`src/rtl/multicycle_control.sv`:
```
// Multi-cycle processor control FSM.
// States run IDLE -> FETCH -> DECODE -> EXEC -> (MEM) -> (WB) -> FETCH. The
// datapath control outputs are decoded from the current state, the opcode and
// func captured at the end of DECODE, and the live zero / ready strobes.
// Memory waits in FETCH and MEM are bounded by WAIT_MAX. A timeout, a halt
// opcode or an unsupported instruction parks the FSM in HALT. Only rst_n
// leaves HALT.
// Optional feature: define INSTR_COUNT_EN to build the retired-instruction
// counter. Without it, instr_count is tied to zero.
module multicycle_control #(
  parameter int WAIT_MAX = 8
) (
  input  logic        clk,
  input  logic        rst_n,
  input  logic        start,
  input  logic [5:0]  op_code,
  input  logic [5:0]  func,
  input  logic        zero,
  input  logic        imem_rdy,
  input  logic        dmem_rdy,
  output logic        imem_req,
  output logic        ir_load,
  output logic        pc_write,
  output logic [1:0]  pc_src,
  output logic        alu_src_b,
  output logic [3:0]  alu_op,
  output logic        reg_dst,
  output logic        reg_write,
  output logic        mem_read,
  output logic        mem_write,
  output logic        mem_to_reg,
  output logic        busy,
  output logic        halted,
  output logic        illegal,
  output logic        fault,
  output logic [31:0] instr_count
);

  localparam logic [2:0] S_IDLE   = 3'd0;
  localparam logic [2:0] S_FETCH  = 3'd1;
  localparam logic [2:0] S_DECODE = 3'd2;
  localparam logic [2:0] S_EXEC   = 3'd3;
  localparam logic [2:0] S_MEM    = 3'd4;
  localparam logic [2:0] S_WB     = 3'd5;
  localparam logic [2:0] S_HALT   = 3'd6;

  localparam logic [5:0] OP_RTYPE = 6'h00;
  localparam logic [5:0] OP_ADDI  = 6'h08;
  localparam logic [5:0] OP_LW    = 6'h23;
  localparam logic [5:0] OP_SW    = 6'h2B;
  localparam logic [5:0] OP_BEQ   = 6'h04;
  localparam logic [5:0] OP_J     = 6'h02;
  localparam logic [5:0] OP_HALT  = 6'h3F;

  localparam logic [5:0] FN_ADD = 6'h20;
  localparam logic [5:0] FN_SUB = 6'h22;
  localparam logic [5:0] FN_AND = 6'h24;
  localparam logic [5:0] FN_OR  = 6'h25;
  localparam logic [5:0] FN_SLL = 6'h00;
  localparam logic [5:0] FN_SLT = 6'h2A;

  // The wait counter only needs to reach WAIT_MAX-1. The timeout is taken on that value.
  localparam int             WCW       = (WAIT_MAX > 1) ? $clog2(WAIT_MAX) : 1;
  localparam logic [WCW-1:0] WAIT_LAST = WCW'(WAIT_MAX - 1);

  logic [2:0]     state_r;
  logic [2:0]     next_state_s;
  logic [WCW-1:0] wait_cnt_r;
  logic [5:0]     op_r;
  logic [5:0]     func_r;
  logic           illegal_r;
  logic           fault_r;
  logic           halted_r;
  logic           set_illegal_s;
  logic           set_fault_s;

  // Map an R-type func field to its ALU operation. Unknown funcs map to add.
  function automatic logic [3:0] func_alu_op(input logic [5:0] fn);
    logic [3:0] op;
    case (fn)
      FN_ADD:  op = 4'd0;
      FN_SUB:  op = 4'd1;
      FN_AND:  op = 4'd2;
      FN_OR:   op = 4'd3;
      FN_SLL:  op = 4'd4;
      FN_SLT:  op = 4'd5;
      default: op = 4'd0;
    endcase
    return op;
  endfunction

  // True when the opcode is supported and, for R-type, the func is supported too.
  function automatic logic instr_legal(input logic [5:0] op, input logic [5:0] fn);
    logic ok;
    case (op)
      OP_RTYPE: begin
        case (fn)
          FN_ADD, FN_SUB, FN_AND, FN_OR, FN_SLL, FN_SLT: ok = 1'b1;
          default:                                       ok = 1'b0;
        endcase
      end
      OP_ADDI, OP_LW, OP_SW, OP_BEQ, OP_J: ok = 1'b1;
      default:                             ok = 1'b0;
    endcase
    return ok;
  endfunction

  // Next-state selection and requests to set the sticky illegal and fault flags.
  always_comb begin
    next_state_s  = state_r;
    set_illegal_s = 1'b0;
    set_fault_s   = 1'b0;
    case (state_r)
      S_IDLE: begin
        if (start) begin
          next_state_s = S_FETCH;
        end else begin
          next_state_s = S_IDLE;
        end
      end
      S_FETCH: begin
        if (imem_rdy) begin
          next_state_s = S_DECODE;
        end else if (wait_cnt_r == WAIT_LAST) begin
          next_state_s = S_HALT;
          set_fault_s  = 1'b1;
        end else begin
          next_state_s = S_FETCH;
        end
      end
      S_DECODE: begin
        if (op_code == OP_HALT) begin
          next_state_s = S_HALT;
        end else if (!instr_legal(op_code, func)) begin
          next_state_s  = S_HALT;
          set_illegal_s = 1'b1;
        end else begin
          next_state_s = S_EXEC;
        end
      end
      S_EXEC: begin
        case (op_r)
          OP_RTYPE, OP_ADDI: next_state_s = S_WB;
          OP_LW, OP_SW:      next_state_s = S_MEM;
          OP_BEQ, OP_J:      next_state_s = S_FETCH;
          default: begin
            next_state_s  = S_HALT;
            set_illegal_s = 1'b1;
          end
        endcase
      end
      S_MEM: begin
        if (dmem_rdy) begin
          if (op_r == OP_LW) begin
            next_state_s = S_WB;
          end else begin
            next_state_s = S_FETCH;
          end
        end else if (wait_cnt_r == WAIT_LAST) begin
          next_state_s = S_HALT;
          set_fault_s  = 1'b1;
        end else begin
          next_state_s = S_MEM;
        end
      end
      S_WB:   next_state_s = S_FETCH;
      S_HALT: next_state_s = S_HALT;
      default: begin
        next_state_s = S_HALT;
        set_fault_s  = 1'b1;
      end
    endcase
  end

  // State register. Reset abandons any instruction in flight.
  always_ff @(posedge clk or negedge rst_n) begin
    if (!rst_n) begin
      state_r <= S_IDLE;
    end else begin
      state_r <= next_state_s;
    end
  end

  // Wait counter. It clears on every state change and advances while FETCH or MEM stalls.
  always_ff @(posedge clk or negedge rst_n) begin
    if (!rst_n) begin
      wait_cnt_r <= {WCW{1'b0}};
    end else if (next_state_s != state_r) begin
      wait_cnt_r <= {WCW{1'b0}};
    end else if ((state_r == S_FETCH) || (state_r == S_MEM)) begin
      wait_cnt_r <= wait_cnt_r + WCW'(1);
    end else begin
      wait_cnt_r <= wait_cnt_r;
    end
  end

  // Capture the instruction fields at the end of DECODE for use by the later states.
  always_ff @(posedge clk or negedge rst_n) begin
    if (!rst_n) begin
      op_r   <= 6'h00;
      func_r <= 6'h00;
    end else if (state_r == S_DECODE) begin
      op_r   <= op_code;
      func_r <= func;
    end else begin
      op_r   <= op_r;
      func_r <= func_r;
    end
  end

  // Sticky status flags. They are cleared only by reset.
  always_ff @(posedge clk or negedge rst_n) begin
    if (!rst_n) begin
      illegal_r <= 1'b0;
      fault_r   <= 1'b0;
      halted_r  <= 1'b0;
    end else begin
      illegal_r <= illegal_r | set_illegal_s;
      fault_r   <= fault_r | set_fault_s;
      halted_r  <= halted_r | (next_state_s == S_HALT);
    end
  end

  assign illegal = illegal_r;
  assign fault   = fault_r;
  assign halted  = halted_r;
  assign busy    = (state_r != S_IDLE) && (state_r != S_HALT);

  // Datapath controls. Any control not driven by the current state stays at 0.
  always_comb begin
    imem_req   = 1'b0;
    ir_load    = 1'b0;
    pc_write   = 1'b0;
    pc_src     = 2'b00;
    alu_src_b  = 1'b0;
    alu_op     = 4'd0;
    reg_dst    = 1'b0;
    reg_write  = 1'b0;
    mem_read   = 1'b0;
    mem_write  = 1'b0;
    mem_to_reg = 1'b0;
    case (state_r)
      S_FETCH: begin
        imem_req = 1'b1;
        if (imem_rdy) begin
          ir_load  = 1'b1;
          pc_write = 1'b1;
          pc_src   = 2'b00;
        end else begin
          ir_load  = 1'b0;
          pc_write = 1'b0;
        end
      end
      S_EXEC: begin
        case (op_r)
          OP_RTYPE: begin
            alu_op    = func_alu_op(func_r);
            alu_src_b = 1'b0;
          end
          OP_ADDI, OP_LW, OP_SW: begin
            alu_op    = 4'd0;
            alu_src_b = 1'b1;
          end
          OP_BEQ: begin
            alu_op = 4'd1;
            pc_src = 2'b01;
            if (zero) begin
              pc_write = 1'b1;
            end else begin
              pc_write = 1'b0;
            end
          end
          OP_J: begin
            pc_src   = 2'b10;
            pc_write = 1'b1;
          end
          default: begin
            alu_op = 4'd0;
          end
        endcase
      end
      S_MEM: begin
        if (op_r == OP_LW) begin
          mem_read = 1'b1;
        end else if (op_r == OP_SW) begin
          mem_write = 1'b1;
        end else begin
          mem_read  = 1'b0;
          mem_write = 1'b0;
        end
      end
      S_WB: begin
        reg_write  = 1'b1;
        reg_dst    = (op_r == OP_RTYPE);
        mem_to_reg = (op_r == OP_LW);
      end
      default: begin
        imem_req = 1'b0;
      end
    endcase
  end

`ifdef INSTR_COUNT_EN
  logic        retire_s;
  logic [31:0] count_r;

  // An instruction retires when it leaves WB, when a store completes in MEM,
  // or when a beq or j leaves EXEC.
  assign retire_s = (state_r == S_WB) ||
                    ((state_r == S_MEM) && (op_r == OP_SW) && dmem_rdy) ||
                    ((state_r == S_EXEC) && ((op_r == OP_BEQ) || (op_r == OP_J)));

  // Retired-instruction counter. It wraps naturally at 32 bits.
  always_ff @(posedge clk or negedge rst_n) begin
    if (!rst_n) begin
      count_r <= 32'd0;
    end else if (retire_s) begin
      count_r <= count_r + 32'd1;
    end else begin
      count_r <= count_r;
    end
  end

  assign instr_count = count_r;
`else
  assign instr_count = 32'd0;
`endif

endmodule

```
`config.mk`:
```
export PLATFORM = sky130hd
export DESIGN_NAME = multicycle_control
export DESIGN_NICKNAME = d
export VERILOG_FILES = /design/src/rtl/multicycle_control.sv
export SDC_FILE = /design/constraint.sdc
export NUM_CORES = 1
export LEC_CHECK = 0
export ABC_AREA = 0
export ABC_CLOCK_PERIOD_IN_PS = 5360
export BUFFER_PORTS_ARGS = -buffer_cell sky130_fd_sc_hd__buf_2
export CORE_MARGIN = 1.5
export CORE_UTILIZATION = 35
export DETAILED_ROUTE_END_ITERATION = 12
export GPL_TIMING_DRIVEN = 0
export PLACE_DENSITY = 0.69
export SLEW_MARGIN = 20
export SYNTH_ARGS = -nofsm -noshare
export SYNTH_HDL_FRONTEND = slang
export SYNTH_SLANG_ARGS = --single-unit
```
`constraint.sdc`:
```
create_clock -name clk -period 5.36 [get_ports clk]
set_input_delay 0.536 -clock clk [delete_from_list [all_inputs] [get_ports clk]]
set_output_delay 0.536 -clock clk [all_outputs]
set_load 0.1 [all_outputs]
```
==> results.md, run 1 <==
- Number of max-cap violations: 0
- Skew-Pair Late Insertion Delay: 0.26 ns
- Post-Synthesis Cell Area: 0.001623 mm2
- Post-layout total power: 0.0004063 W
- Placed cell count: 297
- Antenna-violating nets left: 0
- Post-Synthesis Cells: 178
- Drt via density: 4.561
- CTS tree: built
- CP dominant cell by count: nand2_1
- PD cells: 200.3 mW/mm2
- Post-DP HPWL: 2786 um
- DR DRC count: 0
- CP startpoint kind: flop
- Antenna cell count: 0
- Ys Warns: 0
- Postcts setup bufs: 0
- WP data required: 4.82 ns
- Data arrival time of the critical path: 2.52 ns
- Total CTS buffers: 3
- DRT Wirelength: 3397 um
- Top FF cell, synth: dfrtp_1
- Fillers: 437
- Mean routed wirelength per cell: 11.29 um
- Slowest stage cell, crit path: buf_2
- NumNets Final: 270
- Largest net degree at the start of global routing: 22
- Fin. max-slew vios: 0
- Vias in the first global route: 1235
- RePlAce Congestion: 0.8250
- Crit Reg-Reg Endpoint: wait_cnt_r[2]
- Layout cells sized above 1: 0.3815
- Initial antenna violation count: 0
- Multi-input gate area: 925.9 um2
- Hold Fails Final Rpt: 0
- Die width: 71.09 um
- Most common cell after layout, fill and taps aside: buf_2
- CTS Root Cell: clkbuf_8
- Fin cells: 301
- Fmax: 327.5 MHz
- Io pins: 69
- Worst r2r path cells: 8
- Final count of negative-setup-slack endpoints: 0
- Clock Tree Buf Depth: 2
- Worst Skew: 0.004439 ns
- DRT Pass-1 Iters: 4
- VDD IR-drop max: 0.07364 mV
- H-tree depth: 1
- Post_cts resized: 0
- Worst-path clk slew: 0.07 ns
- Worst slew pin tran: 0.5153 ns
- CP Buf/Inv Count: 1
- Synthesis-to-layout area growth: 24.98%
- Unrepaired setup endpoints after global routing: false
- Post-synthesis cell type count: 49
- Hold crit path type: in -> async
- Final Cycle Share: 0.5696
- Vias: 1373
- Register area share after synthesis: 0.3238
- Cell family with most CP delay: simple AND/OR/NAND/NOR gates
- P_leak: 1.080 nW
- Clk sink count: 21
- Outcome: completed
- Die area: 0.005054 mm2
- Row cnt: 24
- Global route overflow: 0
- Total core area: 0.004414 mm2
- Most frequent cells in the layout: buf_2, buf_4, conb_1, dfrtp_1
- Initial DRC Count: 103
- Minimum clock period: 3.053 ns
- Starting density of the core: 0.3676
- Worst Setup End Kind: primary output
- EDFF count, synth: 0
- Syn_area_per_cell: 9.117 um2
- Hold-fix buffers, CTS: 0
- Setup TNS: 0 ns
- Post-synthesis register bit count: 21
- Crit path cell chain: or3_1 -> nor2_1 -> nand2_1 -> nor4_1 -> nand2_1 -> nor4b_1 -> buf_2
- CP peak stage delay: 0.48 ns
- R2R setup slack: 3.02 ns
- WS Path Type: reg -> out
- Rel. slew slack: 0.6557
- Register area: 525.5 um2
- Die extent in y: 71.09 um
- Max FO, Critical Path: 4
- Reg2reg start: wait_cnt_r[0]
- First-pass GRT wire length: 5720 um
- Buffers added on ports: 35
- Total GRT Usage: 0.1396
- Post-synth ARST share: 1.000
-- where the power goes --
part           total [W]  leakage [nW]  internal [W]  switching (W)
logic           0.000144         0.795     0.0000257       0.000118
registers       0.000161         0.262      0.000160    0.000000813
clock network   0.000102        0.0228     0.0000529      0.0000487
total           0.000406          1.08      0.000238       0.000168
-- per-layer routing --
layer / up-vias / share of wire / track usage
li1: 716 / - / -
met1: 600 / 0.46 / 0.1920
met2: 53 / 0.46 / 0.2233
met3: 4 / 0.067 / 0.01852
met4: 0 / 0.010 / 0.05451
met5: - / 0 / 0
-- synth_stat cells (2+ instances only) --
| library cell | number | area, um2 |
|---|---|---|
| or3_1 | 2 | 12.51 |
| nor2_1 | 11 | 41.29 |
| a21oi_1 | 6 | 30.03 |
| nor2b_1 | 2 | 12.51 |
| nand2_1 | 12 | 45.04 |
| buf_2 | 5 | 25.02 |
| ha_1 | 2 | 25.02 |
| nand4b_1 | 2 | 17.52 |
| buf_4 | 33 | 247.7 |
| a211o_1 | 2 | 17.52 |
| dfrtp_1 | 21 | 525.5 |
| a21o_1 | 2 | 15.01 |
| nand2b_1 | 3 | 18.77 |
| a31oi_1 | 2 | 12.51 |
| and3_1 | 3 | 18.77 |
| o21ai_0 | 8 | 40.04 |
| nor3b_1 | 4 | 30.03 |
| nor3_1 | 5 | 25.02 |
| nor4b_1 | 4 | 35.03 |
| mux2_2 | 12 | 135.1 |
| inv_1 | 4 | 15.01 |
| nand3_1 | 3 | 15.01 |
| mux2i_1 | 2 | 20.02 |
| xnor2_1 | 3 | 26.28 |
-- cells by family (layout without fill, tap and decap cells) --
family	after synthesis	count (layout)	synth area share
simple gates	63	63	0.2313
buf+inv	43	82	0.1796
compound gates	29	29	0.1241
flops	21	21	0.3238
mux	14	14	0.09561
xor+xnor	4	4	0.02159
fa+ha+maj	3	3	0.02159
other cells	1	33	0.002311
-- per-stage QoR --
step                hold WS [ns]  utilization  cell area (um2)  setup WS [ns]
detailed placement        0.4463       0.4493             1983          2.582
floorplan                 0.2404            -             1743         0.2835
global placement          0.4370       0.4493             1983          2.609
global route              0.2556       0.4595             2028          2.097
finish                    0.2235       0.4595             2028          2.307
CTS                       0.2405       0.4595             2028          2.290
-- worst reg2reg max path, delay by kind of cell (launching register included) --
family | cells | cell delay [ns]
AOI/OAI and AO/OA | 3 | 0.78
and+or+nand+nor | 3 | 0.65
DFF | 1 | 0.39
adders and majority gates | 2 | 0.43
-- state kept, by name (all words and copies together) (netlist names) --
name        flops
state_r         3
illegal         1
fault           1
op_r            6
halted          1
wait_cnt_r      3
func_r          6
-- final cells by class --
| type | count | share of cell area |
|---|---|---|
| plain buffers | 39 | 0.1363 |
| clock buffers | 4 | 0.02221 |
| inverters | 4 | 0.007403 |
| multi-input cells | 146 | 0.4565 |
| flip-flops and latches | 21 | 0.2591 |
| well taps | 52 | 0.03208 |
| repair buffers | 35 | 0.08637 |
-- how the worst max path moves through the flow --
| stage | start | end | slack (ns) | depth (start not counted) |
|---|---|---|---|---|
| after floorplan | state_r[0] | pc_write | 0.28 | 3 |
| after global placement | op_r[0] | alu_op[1] | 2.61 | 7 |
| after detailed placement | op_r[0] | alu_op[1] | 2.58 | 7 |
| after CTS | op_r[0] | alu_op[1] | 2.29 | 7 |
| after global routing | op_r[0] | alu_op[1] | 2.10 | 7 |
| final | op_r[0] | alu_op[1] | 2.31 | 7 |
No activity file was read; power rests on OpenSTA's default activity.
==> inputs of run 2 (changes only) <==
--- a/config.mk
+++ b/config.mk
@@ -5,14 +5,14 @@
 export SDC_FILE = /design/constraint.sdc
 export NUM_CORES = 1
 export LEC_CHECK = 0
-export ABC_AREA = 0
-export ABC_CLOCK_PERIOD_IN_PS = 5360
+export ABC_AREA = 1
+export ABC_CLOCK_PERIOD_IN_PS = 2980
 export BUFFER_PORTS_ARGS = -buffer_cell sky130_fd_sc_hd__buf_2
 export CORE_MARGIN = 1.5
 export CORE_UTILIZATION = 35
 export DETAILED_ROUTE_END_ITERATION = 12
 export GPL_TIMING_DRIVEN = 0
-export PLACE_DENSITY = 0.69
+export PLACE_DENSITY = 0.68
 export SLEW_MARGIN = 20
 export SYNTH_ARGS = -nofsm -noshare
 export SYNTH_HDL_FRONTEND = slang
==> constraint.sdc (replaced) <==
create_clock -name clk -period 2.98 [get_ports clk]
set_input_delay 0.298 -clock clk [delete_from_list [all_inputs] [get_ports clk]]
set_output_delay 0.298 -clock clk [all_outputs]
set_load 0.1 [all_outputs]
==> results.md, run 2 <==
- First-pass GRT wire length: 5982 um (+4.6%)
- Global route overflow: 0 (unchanged)
- Total CTS buffers: 3 (unchanged)
- Largest net degree at the start of global routing: 22 (unchanged)
- Post-synthesis xor/xnor area fraction: 0.005275 (-0.01631)
- Hold Path End: func_r[5]
- Post-synthesis register bit count: 21 (unchanged)
- DRT Wirelength: 3518 um (+3.6%)
- Worst Setup End Kind: primary output
- CTS tree: built
- Antenna-violating nets left: 0 (unchanged)
- Register area: 525.5 um2 (unchanged)
- Most common cell after layout, fill and taps aside: nand2_1
- Data arrival time of the critical path: 2.08 ns (-0.44 ns)
- Crit Reg-Reg Endpoint: wait_cnt_r[1]
- Clock Tree Buf Depth: 2 (unchanged)
- Hold crit path type: in -> reg
- WS Path Type: reg -> out
- Die extent in y: 71.88 um (+1.1%)
- Outcome: completed
- Slowest stage cell, crit path: buf_2
- Share of Yosys cell area claimed by the top area cell type: 0.3165 (-0.007321)
- Layout cells sized above 1: 0.2516 (-0.1300)
- Post-DP HPWL: 2973 um (+6.7%)
- Io pins: 69 (unchanged)
- Post-synth top area cell: dfrtp_1
- Top post-synthesis cells by area: dfrtp_1, buf_4, nand2_1
- Largest family of logic cells by synthesized area: simple AND/OR/NAND/NOR gates
- Most common cell in the netlist: nand2_1
- Skew-Pair Late Insertion Delay: 0.25 ns (about the same)
- Post-Synthesis Cells: 250 (+40%)
- Commonest cells post-synth: nand2_1, nor2_1, buf_4, inv_1, dfrtp_1
- Hold Fails Final Rpt: 0 (unchanged)
- Initial DRC Count: 137 (+33%)
- Fin. max-slew vios: 0 (unchanged)
- NumNets Final: 343 (+27%)
- Drt via density: 4.286 (-6.0%)
- Row cnt: 24 (unchanged)
- Worst-path clk slew: 0.07 ns (about the same)
- Buffers added on ports: 35 (unchanged)
- Post-Synth Simple-Gate Area: 0.3301 (+0.09876)
- Compound-Gate Fraction of Synth Area: 0.07988 (-0.04425)
- Die area: 0.005166 mm2 (+2.2%)
- Post-synth ARST share: 1.000 (unchanged)
- Final count of negative-setup-slack endpoints: 0 (unchanged)
- DR top layer: met4
- Crit path cell chain: nor2_1 -> nand3_1 -> nor2_1 -> nand4_1 -> o21ai_1 -> buf_2
- Total core area: 0.004444 mm2 (+0.68%)
- Unrepaired setup endpoints after global routing: false
- Final Cycle Share: 0.7982
- Syn_area_per_cell: 6.641 um2 (-27%)
- EDFF count, synth: 0 (unchanged)
- Worst Hold Path Cells: 3
- Vias in the first global route: 1438 (+16%)
- CP peak stage delay: 0.45 ns (-0.03 ns)
- PD cells: 343.4 mW/mm2 (+71%)
- Fillers: 480 (+9.8%)
- Worst Skew: 0.0005934 ns (-0.003846 ns)
- Largest regs: func_r: 6 flops, op_r: 6 flops
- P_leak: 1.269 nW (+18%)
- Antenna cell count: 0 (unchanged)
- Reg2reg start: wait_cnt_r[0]
- DRT Pass-1 Iters: 4 (unchanged)
- Die width: 71.88 um (+1.1%)
- Setup TNS: 0 ns (unchanged)
- Minimum clock period: 2.379 ns
- WP data required: 2.68 ns (-2.14 ns)
- Multi-input gate area: 870.8 um2 (-5.9%)
- Post-synthesis mux area share: 0.01206 (-0.08355)
- Number of max-cap violations: 0 (unchanged)
- R2R setup slack: 1.23 ns (-1.79 ns)
- Fmax: 420.4 MHz
- Hold Path Origin: func[5]
- Post-Synth Adder-Cell Area: 0.01507 (-0.006517)
- RePlAce Congestion: 0.8147 (-1.2%)
- WL met3: 228 um (+0.44%)
- Initial antenna violation count: 0 (unchanged)
- CP startpoint kind: flop
- Ys Warns: 0 (unchanged)
- Total GRT Usage: 0.1426 (+0.002973)
- Vias: 1603 (+17%)
- Most frequent cells in the layout: nand2_1, nor2_1, buf_2, buf_4, conb_1
- DR DRC count: 0 (unchanged)
- Max FO, Critical Path: 5 (+1)
- CP dominant cell by count: nor2_1
- Met2 wire len: 1583 um (+1.1%)
- Post-layout util: 0.4699 (+0.01041)
- Worst r2r path cells: 12 (+4)
- Clk sink count: 21 (unchanged)
- Mean routed wirelength per cell: 9.406 um (-17%)
- Post-Synthesis Cell Area: 0.001660 mm2 (+2.3%)
- Synthesis-to-layout area growth: 25.77%
- Top FF cell, synth: dfrtp_1
- H-tree depth: 1 (unchanged)
- Routed length on met1: 1664 um (+6.2%)
- Starting density of the core: 0.3736 (+0.005962)
- Post-synthesis cell type count: 26 (-47%)
- Register area share after synthesis: 0.3165 (-0.007321)
- CTS Root Cell: clkbuf_8
- VDD IR-drop max: 0.1221 mV (+66%)
run 2: repair_timing:
item / 4_1_cts / 5_1_grt
resized for setup: 0 / 0
hold endpoints to repair: 1 / 0
setup buffers: 0 / 0
hold buffers: 1 / 0
run 2: worst max path at each step:
stage	endpoint	from	cells after the start
floorplan	alu_op[0]	op_r[4]	5
global placement	alu_op[2]	op_r[5]	6
detailed placement	alu_op[2]	op_r[3]	6
CTS	alu_op[2]	op_r[5]	6
global route	alu_op[2]	op_r[4]	6
finish	alu_op[2]	op_r[5]	6
run 2: cell families (layout without fill, tap and decap cells):
group,after synthesis,after routing
other,1,33
and+or+nand+nor,129,129
AOI/OAI and AO/OA,24,24
adders and majority gates,2,2
DFF,21,21
buffers and inverters,70,110
muxes,2,2
xor gates and xnor gates,1,1
run 2: critical path, delay by kind of cell, from the launching register on:
family                 cells  cell delay (ns)
buffers and inverters      1             0.45
DFF                        1             0.40
and+or+nand+nor            4             0.81
AOI/OAI and AO/OA          1             0.17
run 2: routing by layer:
metal,vias up,track usage
met5,-,0
met4,0,0.04403
met3,4,0.01969
met2,63,0.2418
met1,675,0.1885
li1,861,-
run 2: power breakdown:
group,switching (W),internal [W],total [W]
sequential,0,0.000285,0.000285
clock,0.0000860,0.0000951,0.000181
combinational,0.000208,0.0000435,0.000251
total,0.000294,0.000423,0.000717
run 2: layout make-up:
| cell class | count | area share |
|---|---|---|
| clock buffers | 4 | 0.02157 |
| repair buffers | 36 | 0.08868 |
| multi-input cells | 191 | 0.4170 |
| inverters | 34 | 0.06111 |
| well taps | 52 | 0.03116 |
| flip-flops and latches | 21 | 0.2516 |
| plain buffers | 36 | 0.1288 |
run 2: metrics by stage:
stage	total power [W]	hold slack, ns	cell area [um2]	cells	worst slack, ns
finish	0.0007171	0.2654	2088	374	0.6013
global route	0.0007464	0.2897	2088	374	0.4554
CTS	0.0007238	0.2610	2088	374	0.6472
detailed placement	0.0005399	0.2806	2033	369	0.9445
global placement	0.0005393	0.2723	2033	369	0.9492
floorplan	0.0005173	0.002409	1793	282	-0.2467
